===== src/rtl/lsq_drain_unit_pkg.sv =====
// lsq_pkg: LSQ entry layout, access-size codes, drain FSM states and entry unpack helper
package lsq_pkg;
  localparam int ENTRY_WIDTH = 81;
  localparam int ROB_TAG_W = 6;
  localparam int PRD_W = 7;
  localparam int DATA_W = 32;
  localparam int SIZE_W = 2;
  localparam int ADDR_LSB = 0;
  localparam int SDATA_LSB = 32;
  localparam int PRD_LSB = 64;
  localparam int TAG_LSB = 71;
  localparam int SIZE_LSB = 77;
  localparam int SEXT_BIT = 79;
  localparam int STORE_BIT = 80;
  localparam logic [SIZE_W-1:0] SZ_B = 2'b00;
  localparam logic [SIZE_W-1:0] SZ_H = 2'b01;
  localparam logic [SIZE_W-1:0] SZ_W = 2'b10;
  typedef enum logic [2:0] {IDLE, REQ, WAIT_RESP, WB, DRAIN} state_t;
  typedef struct packed {
    logic                 is_store;
    logic                 sext;
    logic [SIZE_W-1:0]    size;
    logic [ROB_TAG_W-1:0] rob_tag;
    logic [PRD_W-1:0]     prd;
    logic [DATA_W-1:0]    sdata;
    logic [DATA_W-1:0]    addr;
  } entry_t;
  function automatic entry_t to_entry(input logic [ENTRY_WIDTH-1:0] d);
    return '{is_store: d[STORE_BIT], sext: d[SEXT_BIT], size: d[SIZE_LSB +: SIZE_W],
             rob_tag: d[TAG_LSB +: ROB_TAG_W], prd: d[PRD_LSB +: PRD_W],
             sdata: d[SDATA_LSB +: DATA_W], addr: d[ADDR_LSB +: DATA_W]};
  endfunction
endpackage


===== src/rtl/lsq_drain_unit_if.sv =====
// lsq_drain_unit_if: queue head, dcache and writeback signals; master = drain unit, slave = queue/cache/ROB side
interface lsq_drain_unit_if;
  import lsq_pkg::*;
  logic                   flush_i;
  logic                   valid_i;
  logic [ENTRY_WIDTH-1:0] data_i;
  logic                   ready_o;
  logic                   dc_req_valid_o;
  logic                   dc_req_ready_i;
  logic                   dc_req_we_o;
  logic [31:0]            dc_req_addr_o;
  logic [31:0]            dc_req_wdata_o;
  logic [3:0]             dc_req_be_o;
  logic                   dc_resp_valid_i;
  logic [31:0]            dc_resp_rdata_i;
  logic                   wb_valid_o;
  logic                   wb_is_store_o;
  logic                   wb_exc_o;
  logic [ROB_TAG_W-1:0]   wb_rob_tag_o;
  logic [PRD_W-1:0]       wb_prd_o;
  logic [31:0]            wb_data_o;
  modport master (
    input  flush_i, valid_i, data_i, dc_req_ready_i, dc_resp_valid_i, dc_resp_rdata_i,
    output ready_o, dc_req_valid_o, dc_req_we_o, dc_req_addr_o, dc_req_wdata_o, dc_req_be_o,
           wb_valid_o, wb_is_store_o, wb_exc_o, wb_rob_tag_o, wb_prd_o, wb_data_o
  );
  modport slave (
    output flush_i, valid_i, data_i, dc_req_ready_i, dc_resp_valid_i, dc_resp_rdata_i,
    input  ready_o, dc_req_valid_o, dc_req_we_o, dc_req_addr_o, dc_req_wdata_o, dc_req_be_o,
           wb_valid_o, wb_is_store_o, wb_exc_o, wb_rob_tag_o, wb_prd_o, wb_data_o
  );
endinterface


===== src/rtl/lsq_drain_unit_align.sv =====
// lsu_align: in off/size/sext/sdata/rdata, out be/wdata (store lane steering), ldata (shifted+extended load), misalign
module lsu_align
  import lsq_pkg::*;
(
  input  logic [1:0]  off,
  input  logic [1:0]  size,
  input  logic        sext,
  input  logic [31:0] sdata,
  input  logic [31:0] rdata,
  output logic [3:0]  be,
  output logic [31:0] wdata,
  output logic [31:0] ldata,
  output logic        misalign
);
  logic [31:0] sh;
  always_comb begin
    sh = rdata >> {off, 3'b000};
    be = size == SZ_B ? 4'b0001 << off : size == SZ_H ? 4'b0011 << off : 4'b1111;
    wdata = size == SZ_B ? {4{sdata[7:0]}} : size == SZ_H ? {2{sdata[15:0]}} : sdata;
    ldata = size == SZ_B ? {{24{sext & sh[7]}}, sh[7:0]} :
            size == SZ_H ? {{16{sext & sh[15]}}, sh[15:0]} : sh;
    misalign = ((size == SZ_H) & off[0]) | ((size == SZ_W) & (|off)) | (size == 2'b11);
  end
endmodule


===== src/rtl/lsq_drain_unit.sv =====
// lsq_drain_unit: pops LSQ head, issues one dcache access per entry, writes back result; ports clk, rst (sync active-low), bus (master)
module lsq_drain_unit
  import lsq_pkg::*;
(
  input logic              clk,
  input logic              rst,
  lsq_drain_unit_if.master bus
);
  state_t      state;
  entry_t      ent, in_e;
  logic [31:0] res, ldata, wdata;
  logic [3:0]  be;
  logic        exc, wbv, mis, idle, req, pop;
  assign in_e = to_entry(bus.data_i);
  assign idle = state == IDLE;
  assign req = state == REQ;
  assign pop = bus.valid_i & bus.ready_o;
  lsu_align u_align (
    .off(idle ? in_e.addr[1:0] : ent.addr[1:0]),
    .size(idle ? in_e.size : ent.size),
    .sext(idle ? in_e.sext : ent.sext),
    .sdata(ent.sdata),
    .rdata(bus.dc_resp_rdata_i),
    .be(be),
    .wdata(wdata),
    .ldata(ldata),
    .misalign(mis)
  );
  assign bus.ready_o = idle & ~bus.flush_i;
  assign bus.dc_req_valid_o = req;
  assign bus.dc_req_we_o = req & ent.is_store;
  assign bus.dc_req_addr_o = req ? {ent.addr[31:2], 2'b00} : '0;
  assign bus.dc_req_wdata_o = req ? wdata : '0;
  assign bus.dc_req_be_o = req ? be : '0;
  assign bus.wb_valid_o = wbv & ~bus.flush_i;
  assign bus.wb_is_store_o = bus.wb_valid_o & ent.is_store;
  assign bus.wb_exc_o = bus.wb_valid_o & exc;
  assign bus.wb_rob_tag_o = bus.wb_valid_o ? ent.rob_tag : '0;
  assign bus.wb_prd_o = bus.wb_valid_o ? ent.prd : '0;
  assign bus.wb_data_o = bus.wb_valid_o ? res : '0;
  always_ff @(posedge clk)
    if (!rst) begin
      state <= IDLE;
      ent <= '0;
      res <= '0;
      exc <= 1'b0;
      wbv <= 1'b0;
    end else begin
      wbv <= 1'b0;
      case (state)
        IDLE: if (pop) begin
          ent <= in_e;
          res <= '0;
          exc <= mis;
          wbv <= mis;
          state <= mis ? WB : REQ;
        end
        REQ: if (bus.dc_req_ready_i) begin
          wbv <= ent.is_store & ~bus.flush_i;
          state <= bus.flush_i ? (ent.is_store ? IDLE : DRAIN) : (ent.is_store ? WB : WAIT_RESP);
        end else if (bus.flush_i) state <= IDLE;
        WAIT_RESP: if (bus.dc_resp_valid_i) begin
          res <= ldata;
          wbv <= ~bus.flush_i;
          state <= bus.flush_i ? IDLE : WB;
        end else if (bus.flush_i) state <= DRAIN;
        WB: state <= IDLE;
        DRAIN: if (bus.dc_resp_valid_i) state <= IDLE;
        default: state <= IDLE;
      endcase
    end
endmodule

===== src/flat_wrapper.sv =====
// flat-port wrapper written by rule: the top's interface ports become plain ports
module lsq_drain_unit_flat import lsq_pkg::*;
  (clk, rst, bus_flush_i, bus_valid_i, bus_data_i, bus_dc_req_ready_i, bus_dc_resp_valid_i, bus_dc_resp_rdata_i, bus_ready_o, bus_dc_req_valid_o, bus_dc_req_we_o, bus_dc_req_addr_o, bus_dc_req_wdata_o, bus_dc_req_be_o, bus_wb_valid_o, bus_wb_is_store_o, bus_wb_exc_o, bus_wb_rob_tag_o, bus_wb_prd_o, bus_wb_data_o);
  lsq_drain_unit_if bus_i ();
  input logic clk;
  input logic rst;
  input wire logic [$bits(bus_i.flush_i)-1:0] bus_flush_i;
  input wire logic [$bits(bus_i.valid_i)-1:0] bus_valid_i;
  input wire logic [$bits(bus_i.data_i)-1:0] bus_data_i;
  input wire logic [$bits(bus_i.dc_req_ready_i)-1:0] bus_dc_req_ready_i;
  input wire logic [$bits(bus_i.dc_resp_valid_i)-1:0] bus_dc_resp_valid_i;
  input wire logic [$bits(bus_i.dc_resp_rdata_i)-1:0] bus_dc_resp_rdata_i;
  output wire logic [$bits(bus_i.ready_o)-1:0] bus_ready_o;
  output wire logic [$bits(bus_i.dc_req_valid_o)-1:0] bus_dc_req_valid_o;
  output wire logic [$bits(bus_i.dc_req_we_o)-1:0] bus_dc_req_we_o;
  output wire logic [$bits(bus_i.dc_req_addr_o)-1:0] bus_dc_req_addr_o;
  output wire logic [$bits(bus_i.dc_req_wdata_o)-1:0] bus_dc_req_wdata_o;
  output wire logic [$bits(bus_i.dc_req_be_o)-1:0] bus_dc_req_be_o;
  output wire logic [$bits(bus_i.wb_valid_o)-1:0] bus_wb_valid_o;
  output wire logic [$bits(bus_i.wb_is_store_o)-1:0] bus_wb_is_store_o;
  output wire logic [$bits(bus_i.wb_exc_o)-1:0] bus_wb_exc_o;
  output wire logic [$bits(bus_i.wb_rob_tag_o)-1:0] bus_wb_rob_tag_o;
  output wire logic [$bits(bus_i.wb_prd_o)-1:0] bus_wb_prd_o;
  output wire logic [$bits(bus_i.wb_data_o)-1:0] bus_wb_data_o;
  assign bus_i.flush_i = bus_flush_i;
  assign bus_i.valid_i = bus_valid_i;
  assign bus_i.data_i = bus_data_i;
  assign bus_i.dc_req_ready_i = bus_dc_req_ready_i;
  assign bus_i.dc_resp_valid_i = bus_dc_resp_valid_i;
  assign bus_i.dc_resp_rdata_i = bus_dc_resp_rdata_i;
  assign bus_ready_o = bus_i.ready_o;
  assign bus_dc_req_valid_o = bus_i.dc_req_valid_o;
  assign bus_dc_req_we_o = bus_i.dc_req_we_o;
  assign bus_dc_req_addr_o = bus_i.dc_req_addr_o;
  assign bus_dc_req_wdata_o = bus_i.dc_req_wdata_o;
  assign bus_dc_req_be_o = bus_i.dc_req_be_o;
  assign bus_wb_valid_o = bus_i.wb_valid_o;
  assign bus_wb_is_store_o = bus_i.wb_is_store_o;
  assign bus_wb_exc_o = bus_i.wb_exc_o;
  assign bus_wb_rob_tag_o = bus_i.wb_rob_tag_o;
  assign bus_wb_prd_o = bus_i.wb_prd_o;
  assign bus_wb_data_o = bus_i.wb_data_o;
  lsq_drain_unit u_core (.clk(clk), .rst(rst), .bus(bus_i));
endmodule

===== config.mk =====
export PLATFORM = sky130hd
export DESIGN_NAME = lsq_drain_unit_flat
export DESIGN_NICKNAME = d
export VERILOG_FILES = /design/src/rtl/lsq_drain_unit_pkg.sv /design/src/rtl/lsq_drain_unit_if.sv /design/src/rtl/lsq_drain_unit_align.sv /design/src/rtl/lsq_drain_unit.sv /design/src/flat_wrapper.sv
export SDC_FILE = /design/constraint.sdc
export NUM_CORES = 1
export LEC_CHECK = 0
export BUFFER_PORTS_ARGS = -buffer_cell sky130_fd_sc_hd__buf_4
export CAP_MARGIN = 20
export CORE_MARGIN = 4
export CORE_UTILIZATION = 40
export DETAILED_ROUTE_END_ITERATION = 12
export GPL_ROUTABILITY_DRIVEN = 0
export GPL_TIMING_DRIVEN = 0
export PLACE_DENSITY = 0.67
export SLEW_MARGIN = 40
export SYNTH_ARGS = -nofsm -noshare
export SYNTH_HDL_FRONTEND = slang
export SYNTH_SLANG_ARGS = --single-unit

===== constraint.sdc =====
create_clock -name clk -period 2.61 [get_ports clk]
set_input_delay 0 -clock clk [delete_from_list [all_inputs] [get_ports clk]]
set_output_delay 0 -clock clk [all_outputs]
set_load 0.01 [all_outputs]

==> metrics.md, run 1 <==
| Metric | Value |
|---|---|
| Status | `complete, no violations` |
| Synth warn | `0` |
| Pin count of the biggest net entering global routing | `17` |
| Dpl cells | `1239` |
| Global route hottest layer | `met2` |
| Die X | `~130 um` |
| Critical R2R Launch | `u_core.state[2]` |
| Fraction of registers with async set/reset | `0` |
| Mean Syn Cell Area | `8.046 sq um` |
| Clock skew | `between 0.005 and 0.006 ns` |
| Post-synth EDFFs | `0` |
| Vias in the first global route | `about 6800` |
| End of the worst hold path | `u_core.res[5]` |
| Die height | `between 100 and 150 um` |
| Cells after Synth | `792` |
| Initial cell density of the core | `0.4131` |
| FILL cells | `approximately 1300` |
| Fin crit share | `0.9775` |
| DR pass1 iterations | `5` |
| Share of layout cells above drive strength 1 | `0.2913` |
| Post-route ant nets | `0` |
| Worst vdd ir | `between 0.4 and 0.5 mV` |
| Critical Path Sink Type | `primary output` |
| Max_cap viols | `0` |
| Total vias in the final route | `between 6000 and 7000` |
| RSZ-0062 raised after global routing | `yes` |
| Synthesized area | `~0.0064 sq mm` |
| Fin Setup TNS | `0 ns` |
| FF+latch count, synth | `approximately 120` |
| Commonest non-fill, non-tap cell in the layout | `buf_4` |
| Place WS | `between 0.1 and 0.15 ns` |
| Power Density | `~570 mW/mm^2` |
| Most frequent cells in the layout | `245 x buf_4, 227 x nand2_1, 118 x dfxtp_1` |
| Residual DRC | `0` |
| Slew margin rel. | `0.6205` |
| Leakage | `around 4.4 nW` |
| GR Util All Layers | `0.2461` |
| N_diodes | `0` |
| Met2 usage | `0.4028` |
| Reg2reg end | `u_core.res[10]` |
| Core area | `0.01543 sq mm` |
| Seq/Total Area, Yosys | `0.3707` |
| Drt wl/cell | `~17 um` |
| Beginning of the worst hold path | `bus_dc_resp_rdata_i[5]` |
| Yosys cell types | `63` |
| Drt total wl | `between 20 and 25 mm` |
| Max Freq | `0.3920 GHz` |
| R2R cell count | `7` |
| Clock root buffer | `clkbuf_16` |
| Post-DP HPWL | `~16 mm` |
| Final worst slack | `about 0.06 ns` |
| CP Max Fanout | `10` |
| Max Slew Vio Count | `0` |
| I/O pin count | `around 240` |
| Layout area overhead | `59.16%` |
| Port bufs | `between 200 and 250` |
| Non-filler instance count after layout | `1378` |
| Hold path depth | `4` |
| Total die area | `between 0.015 and 0.02 sq mm` |
| Util after Layout | `0.6574` |
| Global-route wire length before repair | `around 35 mm` |
| CTS max path bufs | `2` |
| CTS Sinks | `between 100 and 150` |
| Worst hold slack | `approximately 0.028 ns` |
| Final hold vios | `0` |
| CTS Buf Count | `17` |
| Starting DRT DRC Count | `between 300 and 400` |
| CTS tree | `built` |
| FP Rows | `45` |
| Gr ovfl total | `0` |
| Worst-Skew Late Latency | `between 0.4 and 0.5 ns` |
| GR Layer Usage met3 | `0.06302` |
| Crit start category | `register` |
| Initial antenna violation count | `0` |
| Slew @ Worst Pin | `0.5616 ns` |
| Ys flop type | `dfxtp_1` |
| Final setup fails | `0` |
| Clk slew on worst S/H paths | `0.05 ns` |
| Met1 Use GR | `0.3173` |
| Reg2Reg Setup Slack | `between 0.3 and 0.4 ns` |
| H-tree depth | `4` |
| Final Critical Period | `between 2 and 3 ns` |
| Setup CP Type | `reg -> out` |
| CP Data Required Time | `about 2.6 ns` |
| Via density per instance | `between 5 and 6` |
| Arr. time, crit path | `2.55 ns` |
| Worst hold path type | `in -> reg` |
| Final net count | `about 1300` |
==> metrics by stage <==
step / total power [W] / area (sq um)
detailed placement: 0.003223 / 8404
CTS: 0.005774 / 10070
global route: 0.006054 / 10140
floorplan: 0.002751 / 6376
finish: 0.005812 / 10140
global placement: 0.003217 / 8404
==> layout make-up <==
cell class | count | area (sq um) | area share
multi-input combinational | 606 | 3689 | 0.3637
timing repair buffer | 343 | 2853 | 0.2813
sequential | 118 | 2362 | 0.2329
clock buffer | 21 | 460.4 | 0.04540
buffer | 65 | 352.8 | 0.03479
tap | 211 | 264.0 | 0.02603
clock inverter | 11 | 150.1 | 0.01480
inverter | 3 | 11.26 | 0.001110
==> worst max-delay path by stage <==
stage	slack, ns	end	start
finish	0.06	bus_dc_req_wdata_o[9]	u_core.state[1]
global route	-0.04	bus_dc_req_wdata_o[29]	u_core.state[1]
CTS	0.02	bus_dc_req_wdata_o[15]	u_core.state[1]
detailed placement	0.15	bus_dc_req_wdata_o[28]	u_core.state[0]
global placement	0.12	bus_dc_req_wdata_o[28]	u_core.state[0]
floorplan	0.53	u_core.res[19]	u_core.state[0]
==> sequential cells by signal, indices dropped and copies added, names as in the netlist <==
register      count
u_core.wbv        1
u_core.state      3
u_core.ent       81
u_core.exc        1
u_core.res       32
==> critical path, cell delays in order, from the launching register on <==
cell       delay (ns)
dfxtp_1          0.31
buf_4            0.18
or3_1            0.33
buf_6            0.16
or3_4            0.35
o31ai_4          0.15
clkbuf_16        0.26
nand2_1          0.05
a21oi_1          0.20
buf_4            0.15
==> cells in the mapped netlist (2+ instances only) <==
| library cell | n | area [sq um] |
|---|---|---|
| buf_2 | 13 | 65.06 |
| and3_1 | 9 | 56.30 |
| nand2_1 | 227 | 852.1 |
| o21ai_2 | 2 | 17.52 |
| nor2_1 | 29 | 108.9 |
| o31ai_1 | 10 | 75.07 |
| dfxtp_1 | 118 | 2362 |
| a221oi_1 | 8 | 70.07 |
| a31oi_1 | 2 | 12.51 |
| a21boi_0 | 81 | 608.1 |
| o31a_1 | 2 | 17.52 |
| a22oi_1 | 8 | 60.06 |
| mux2_2 | 15 | 168.9 |
| a21oi_1 | 15 | 75.07 |
| nor4b_1 | 2 | 17.52 |
| clkbuf_1 | 38 | 142.6 |
| nand3_1 | 2 | 10.01 |
| o21ai_0 | 18 | 90.09 |
| nor3b_1 | 2 | 15.01 |
| buf_6 | 6 | 67.56 |
| buf_4 | 7 | 52.55 |
| and2_1 | 89 | 556.8 |
| nor4bb_1 | 2 | 20.02 |
| a211oi_1 | 16 | 120.1 |
| mux2i_1 | 18 | 180.2 |
| o31ai_4 | 2 | 42.54 |
| ha_1 | 2 | 25.02 |
| a22o_1 | 10 | 87.58 |
| nand2b_1 | 5 | 31.28 |
==> what timing repair did <==
action	CTS	global route
cloned	0	1
gates resized for setup	6	8
setup buffers	0	3
hold buffers	104	0
setup endpoints to repair	12	15
hold endpoints to repair	114	0
pin swaps	0	3
==> cells by family (layout without fill, tap and decap cells) <==
| group | Yosys count | after routing | share of synthesized area |
|---|---|---|---|
| simple gates | 380 | 380 | 0.2831 |
| mux | 35 | 35 | 0.06067 |
| flops | 118 | 118 | 0.3707 |
| xor+xnor | 2 | 2 | 0.002749 |
| other cells | 1 | 2 | 0.0005885 |
| compound gates | 184 | 184 | 0.2205 |
| buf+inv | 69 | 443 | 0.05615 |
| fa+ha+maj | 3 | 3 | 0.005497 |
==> routing by layer <==
metal  up-vias  wire length, um
met5         -                0
met4         0              549
met3        47             1728
met2       292            10580
met1      3154             9902
li1       3400                -
==> where the power goes <==
group / internal, W / switching, W / total [W]
clock: 0.00155 / 0.000863 / 0.00241
sequential: 0.00190 / 0.0000624 / 0.00196
combinational: 0.000678 / 0.000759 / 0.00144
total: 0.00413 / 0.00168 / 0.00581
Power figures use the tool's default switching activity.
==> run 2, diff against run 1 <==
Settings changed: BUFFER_PORTS_ARGS -buffer_cell sky130_fd_sc_hd__buf_4 to -buffer_cell sky130_fd_sc_hd__buf_2, CTS_BUF_LIST set to sky130_fd_sc_hd__clkbuf_4 sky130_fd_sc_hd__clkbuf_8, MAX_ROUTING_LAYER set to met4.
==> run 2 against run 1 <==
  * Global-route usage grew 0.17 points
  * Count of clock-buffer cells in the layout shrank 3
  * Non-clock buffer count rose by 9
  * Routed wire length down 2.2%
  * Clock skew is 0.0036 ns higher
  * Largest cell class unchanged
  * Register-to-register slack got worse by 0.19 ns
==> metrics.md, run 2 (same netlist as run 1, synthesis figures left out) <==
| Metric | Value |
|---|---|
| Critical Path Source | `u_core.state[1]` |
| Gr ovfl total | `0` |
| Bufs and invs on worst path | `4` |
| Setup CP Type | `reg -> out` |
| Total die area | `roughly 0.018 sq mm` |
| Final Critical Period | `around 2.6 ns` |
| Max Freq | `roughly 0.39 GHz` |
| CP delay by family, top | `buffers and inverters` |
| Clk slew on worst S/H paths | `around 0.07 ns` |
| Final setup fails | `0` |
| Starting DRT DRC Count | `368` |
| Slew @ Worst Pin | `approximately 0.62 ns` |
| Initial antenna violation count | `0` |
| Most frequent cells in the layout | `245 x buf_2, 227 x nand2_1, 118 x dfxtp_1` |
| N_diodes | `0` |
| Worst path most repeated cell | `buf_4` |
| Via density per instance | `roughly 5` |
| Critical Path Sink Type | `primary output` |
| Arr. time, crit path | `2.56 ns` |
| Status | `complete, no violations` |
| Slew margin rel. | `0.5855` |
| Dpl cells | `approximately 1200` |
| DR pass1 iterations | `5` |
| Leakage | `4.298 nW` |
| Clock root buffer | `clkbuf_8` |
| CP Max Fanout | `10` |
| Worst hold path type | `in -> reg` |
| Largest Register | `u_core.ent` |
| Max reg flops | `a little over 80` |
| H-tree depth | `4` |
| Util after Layout | `0.6177` |
| Initial cell density of the core | `0.4131` |
| Critical R2R Launch | `u_core.state[1]` |
| Critical Path Max Stage Delay | `roughly 0.35 ns` |
| GR Util All Layers | `0.2478` |
| Worst path slowest cell | `mux2_4` |
| Layout area overhead | `49.54%` |
| Clock skew | `approximately 0.009 ns` |
| Port bufs | `235` |
| Final hold vios | `0` |
| CTS Buf Count | `17` |
| Global route hottest layer | `met2` |
| CP cell instances | `buf_4 -> nor3_4 -> buf_4 -> mux2_4 -> buf_4 -> mux2i_1 -> a211oi_1 -> buf_2` |
| Power Density | `approximately 550 mW/mm^2` |
| Biggest registers after layout | `u_core.ent: 81 flops, u_core.res: 32 flops, u_core.state: 3 flops` |
| Drt wl/cell | `about 16 um` |
| Fin Setup TNS | `0 ns` |
| Die height | `134.2 um` |
| Max Slew Vio Count | `0` |
| Total vias in the final route | `about 6900` |
| Pwr Total | `roughly 0.0052 W` |
| Core area | `roughly 0.015 sq mm` |
| Met1 Use GR | `0.3039` |
| Max_cap viols | `0` |
| Residual DRC | `0` |
| Die X | `about 130 um` |
| Pin count of the biggest net entering global routing | `17` |
| Worst vdd ir | `0.3578 mV` |
| I/O pin count | `approximately 240` |
| Vias in the first global route | `between 6000 and 7000` |
| Non-filler instance count after layout | `~1400` |
| CTS max path bufs | `2` |
| Commonest non-fill, non-tap cell in the layout | `buf_2` |
| Drt total wl | `about 22 mm` |
| Final net count | `1284` |
| CP Data Required Time | `between 2 and 3 ns` |
| CTS Sinks | `approximately 120` |
| Worst-Skew Late Latency | `0.45 ns` |
| Fin crit share | `0.9794` |
| FP Rows | `45` |
| Crit start category | `register` |
| Global-route wire length before repair | `34.48 mm` |
| Worst hold slack | `roughly 0.04 ns` |
| Post-route ant nets | `0` |
| Beginning of the worst hold path | `bus_dc_resp_rdata_i[14]` |
| Share of layout cells above drive strength 1 | `0.2951` |
| Post-DP HPWL | `around 16 mm` |
| CTS tree | `built` |
| GR Layer Usage met3 | `0.05364` |
| Met2 usage | `0.4140` |
[run 2: changes by cell type in the layout (fill, tap and decap cells not counted), sizes merged]
| cell | change |
|---|---|
| clkbuf | -2 |
| dlygate4sd3 | +8 |
| clkinvlp | -1 |
| bufinv | +2 |
| clkinv | +2 |
[run 2: metrics by stage]
stage	setup WS, ns	cell area (sq um)
after floorplan	0.5273	6376
after global routing	-0.003129	9529
after global placement	0.1362	7816
final	0.05389	9529
after detailed placement	0.1856	7816
after CTS	0.006504	9397
[run 2: repair_timing]
action / 4_1_cts / 5_1_grt
endpoints found under the hold margin: 115 / 0
gates cloned: 0 / 1
hold buffers: 112 / 0
gates resized for setup: 7 / 21
setup buffers: 0 / 4
endpoints found under the setup margin: 12 / 13
pin swaps: 0 / 4
[run 2: area by class of cell]
class | count | area [sq um]
repair buffers | 352 | 2352
multi-input cells | 606 | 3717
clock buffers | 18 | 241.5
inverters | 3 | 27.53
plain buffers | 65 | 361.6
clock inverters | 14 | 202.7
well taps | 211 | 264.0
flip-flops and latches | 118 | 2362
fillers | 1410 | 5898
[run 2: final timing paths]
kind | slack, ns | to | depth (start not counted)
max reg2reg | 0.12 | u_core.state[0] | 10
min | 0.04 | u_core.res[6] | 4
max | 0.05 | bus_dc_req_wdata_o[26] | 8
min reg2reg | 0.45 | u_core.res[10] | 2
[run 2: metal layers]
metal | vias up | part of all wire
li1 | 3423 | -
met1 | 3135 | 0.43
met2 | 325 | 0.48
met3 | 29 | 0.074
met4 | 0 | 0.015
met5 | - | 0
[run 2: where the power goes]
part | leakage, nW | switching (W) | internal, W
registers | 0.959 | 0.0000630 | 0.00190
clock network | 0.209 | 0.000805 | 0.00106
logic | 3.13 | 0.000763 | 0.000644
total | 4.30 | 0.00163 | 0.00360
[run 2: worst min-delay path, stage by stage]
cell,delay (ns)
buf_2,0.07
mux2_2,0.16
o21ai_0,0.07
o21ai_0,0.14
==> run 3, diff against run 2 <==
Settings changed: BUFFER_PORTS_ARGS -buffer_cell sky130_fd_sc_hd__buf_2 to not set, DONT_BUFFER_PORTS set to 1, PLACE_DENSITY 0.67 to not set, TNS_END_PERCENT set to 10.
==> run 3 against run 2 <==
  * Critical path type is now reg -> reg
  * Die area did not move
  * Cell count fell by 17%
  * Routed wire length fell by 5.1%
  * Non-clock buffer count fell by 232
  * Global-route usage fell by 1.3 points
  * Maximum frequency rose by 2.0%
==> metrics.md, run 3 (same netlist as run 1, synthesis figures left out) <==
| Metric | Value |
|---|---|
| Status | `complete, no violations` |
| Flop pwr share | `0.396` |
| Beginning of the worst hold path | `bus_dc_resp_rdata_i[23]` |
| P_sw | `around 0.0015 W` |
| H-tree depth | `4` |
| Layout area overhead | `30.73%` |
| Core area | `~0.015 sq mm` |
| Most frequent cells in the layout | `227 x nand2_1, 118 x dlygate4sd3_1, 118 x dfxtp_1` |
| Non-filler instance count after layout | `1155` |
| Largest Register | `u_core.ent` |
| Post-DP HPWL | `14.97 mm` |
| Critical Path Max Stage Delay | `0.58 ns` |
| N_diodes | `0` |
| Final net count | `between 1000 and 1500` |
| CP delay by family, top | `buffers and inverters` |
| Dpl cells | `~1000` |
| Drt total wl | `21.14 mm` |
| Hold path depth | `3` |
| Reg2reg end | `u_core.res[4]` |
| CP Max Fanout | `10` |
| Global-route wire length before repair | `between 30 and 40 mm` |
| Die X | `134.2 um` |
| Port bufs | `0` |
| CTS Buf Count | `17` |
| Starting DRT DRC Count | `between 300 and 400` |
| Max reg flops | `81` |
| Post-route ant nets | `0` |
| Clock group share of total power | `0.352` |
| Reg2Reg Setup Slack | `around 0.10 ns` |
| FILL cells | `1544` |
| CP cell instances | `buf_4 -> o31a_1 -> nor2_2 -> clkinvlp_4 -> buf_12 -> a211oi_1 -> dlygate4sd3_1 -> o21ai_0` |
| Arr. time, crit path | `2.84 ns` |
| Switch share | `0.3132` |
| RSZ-0062 raised after global routing | `yes` |
| DR pass1 iterations | `5` |
| Max Slew Vio Count | `0` |
| Clock skew | `0.009728 ns` |
| Final Critical Period | `around 2.5 ns` |
| Bufs and invs on worst path | `4` |
| Biggest registers after layout | `u_core.ent: 81 flops, u_core.res: 32 flops, u_core.state: 3 flops` |
| Final setup fails | `0` |
| CTS Sinks | `118` |
| Drt wl/cell | `18.30 um` |
| Clk slew on worst S/H paths | `about 0.080 ns` |
| Residual DRC | `0` |
| CTS max path bufs | `2` |
| Vias in the first global route | `about 6000` |
| Fin crit share | `0.9599` |
| Initial antenna violation count | `0` |
| Worst hold path type | `in -> reg` |
| GR Util All Layers | `0.2348` |
| Setup CP Type | `reg -> reg` |
| Worst-Skew Late Latency | `between 0.4 and 0.5 ns` |
| Slew margin rel. | `0.6043` |
| CP Data Required Time | `roughly 2.9 ns` |
| Comb power frac | `0.252` |
| Gr ovfl total | `0` |
| Power Density | `593.9 mW/mm^2` |
| Die height | `between 100 and 150 um` |
| Initial cell density of the core | `0.4131` |
| End of the worst hold path | `u_core.res[30]` |
| Worst vdd ir | `0.3597 mV` |
| Clock root buffer | `clkbuf_8` |
| I/O pin count | `238` |
| Critical Path Sink Type | `register` |
| Max_cap viols | `0` |
| Commonest non-fill, non-tap cell in the layout | `nand2_1` |
| Final hold vios | `0` |
| R2R cell count | `8` |
| Share of layout cells above drive strength 1 | `0.1197` |
| Via density per instance | `5.233` |
| P_int | `0.003397 W` |
| Total die area | `approximately 0.018 sq mm` |
| Critical R2R Launch | `u_core.state[2]` |
| Pin count of the biggest net entering global routing | `17` |
| Max Freq | `~0.40 GHz` |
| Slew @ Worst Pin | `about 0.59 ns` |
| Total vias in the final route | `slightly above 6000` |
| Util after Layout | `0.5400` |
| Leakage | `3.173 nW` |
| Worst hold slack | `roughly 0.023 ns` |
| Worst path slowest cell | `dlygate4sd3_1` |
| CTS tree | `built` |
| Crit start category | `register` |
| FP Rows | `between 40 and 50` |
[run 3: what timing repair did]
item / CTS / global route
setup endpoints to repair: 10 / 35
hold buffers: 117 / 1
setup buffers: 0 / 2
resized for setup: 13 / 11
pin swaps: 0 / 2
hold endpoints to repair: 117 / 1
[run 3: worst register-to-register path, delay by kind of cell, from the launching register on]
kind	cells	cell delay (ns)
AO/OA/AOI/OAI	3	0.70
buffers and inverters	4	1.16
flip-flops	1	0.37
AND/OR/NAND/NOR	1	0.18
[run 3: final cells by class]
type	count	area [sq um]	area share
buffer	65	351.6	0.04220
timing repair buffer	120	1209	0.1451
clock buffer	20	256.5	0.03079
sequential	118	2362	0.2836
clock inverter	12	155.1	0.01862
multi-input combinational	606	3717	0.4462
inverter	3	15.01	0.001802
tap	211	264.0	0.03169
[run 3: power groups by stage]
stage	Sequential, W	Clock [W]	Combinational (W)
2_1_floorplan	0.00198	0	0.000773
3_3_place_gp	0.00200	0	0.00100
3_5_place_dp	0.00200	0	0.00101
4_1_cts	0.00196	0.00178	0.00122
5_1_grt	0.00197	0.00185	0.00136
6_report	0.00196	0.00174	0.00124
[run 3: through the flow]
| stage | worst slack (ns) | total power (W) | cell area [sq um] | TNS [ns] |
|---|---|---|---|---|
| after floorplan | 0.5273 | 0.002751 | 6376 | 0 |
| after global placement | 0.1753 | 0.003002 | 6640 | 0 |
| after detailed placement | 0.1860 | 0.003008 | 6640 | 0 |
| after CTS | -0.005899 | 0.004954 | 8280 | -0.007357 |
| after global routing | -0.04813 | 0.005179 | 8330 | -0.07757 |
| final | 0.1048 | 0.004947 | 8330 | 0 |
[run 3: worst max path at each step]
| stage | slack [ns] | depth (start not counted) | endpoint | startpoint |
|---|---|---|---|---|
| 4_1_cts | -0.006 | 6 | bus_dc_req_be_o[1] | u_core.state[0] |
| 3_5_place_dp | 0.19 | 7 | bus_dc_req_wdata_o[27] | u_core.state[0] |
| 6_report | 0.10 | 8 | u_core.res[4] | u_core.state[2] |
| 5_1_grt | -0.05 | 9 | bus_dc_req_be_o[2] | u_core.state[0] |
| 3_3_place_gp | 0.18 | 7 | bus_dc_req_wdata_o[27] | u_core.state[0] |
| 2_1_floorplan | 0.53 | 7 | u_core.res[19] | u_core.state[0] |
[run 3: routing by layer]
metal / track usage / share of wire / vias to the layer above
li1: - / - / 2952
met1: 0.2906 / 0.43 / 2807
met2: 0.3754 / 0.48 / 250
met3: 0.05514 / 0.071 / 35
met4: 0.08484 / 0.022 / 0
met5: - / 0 / -
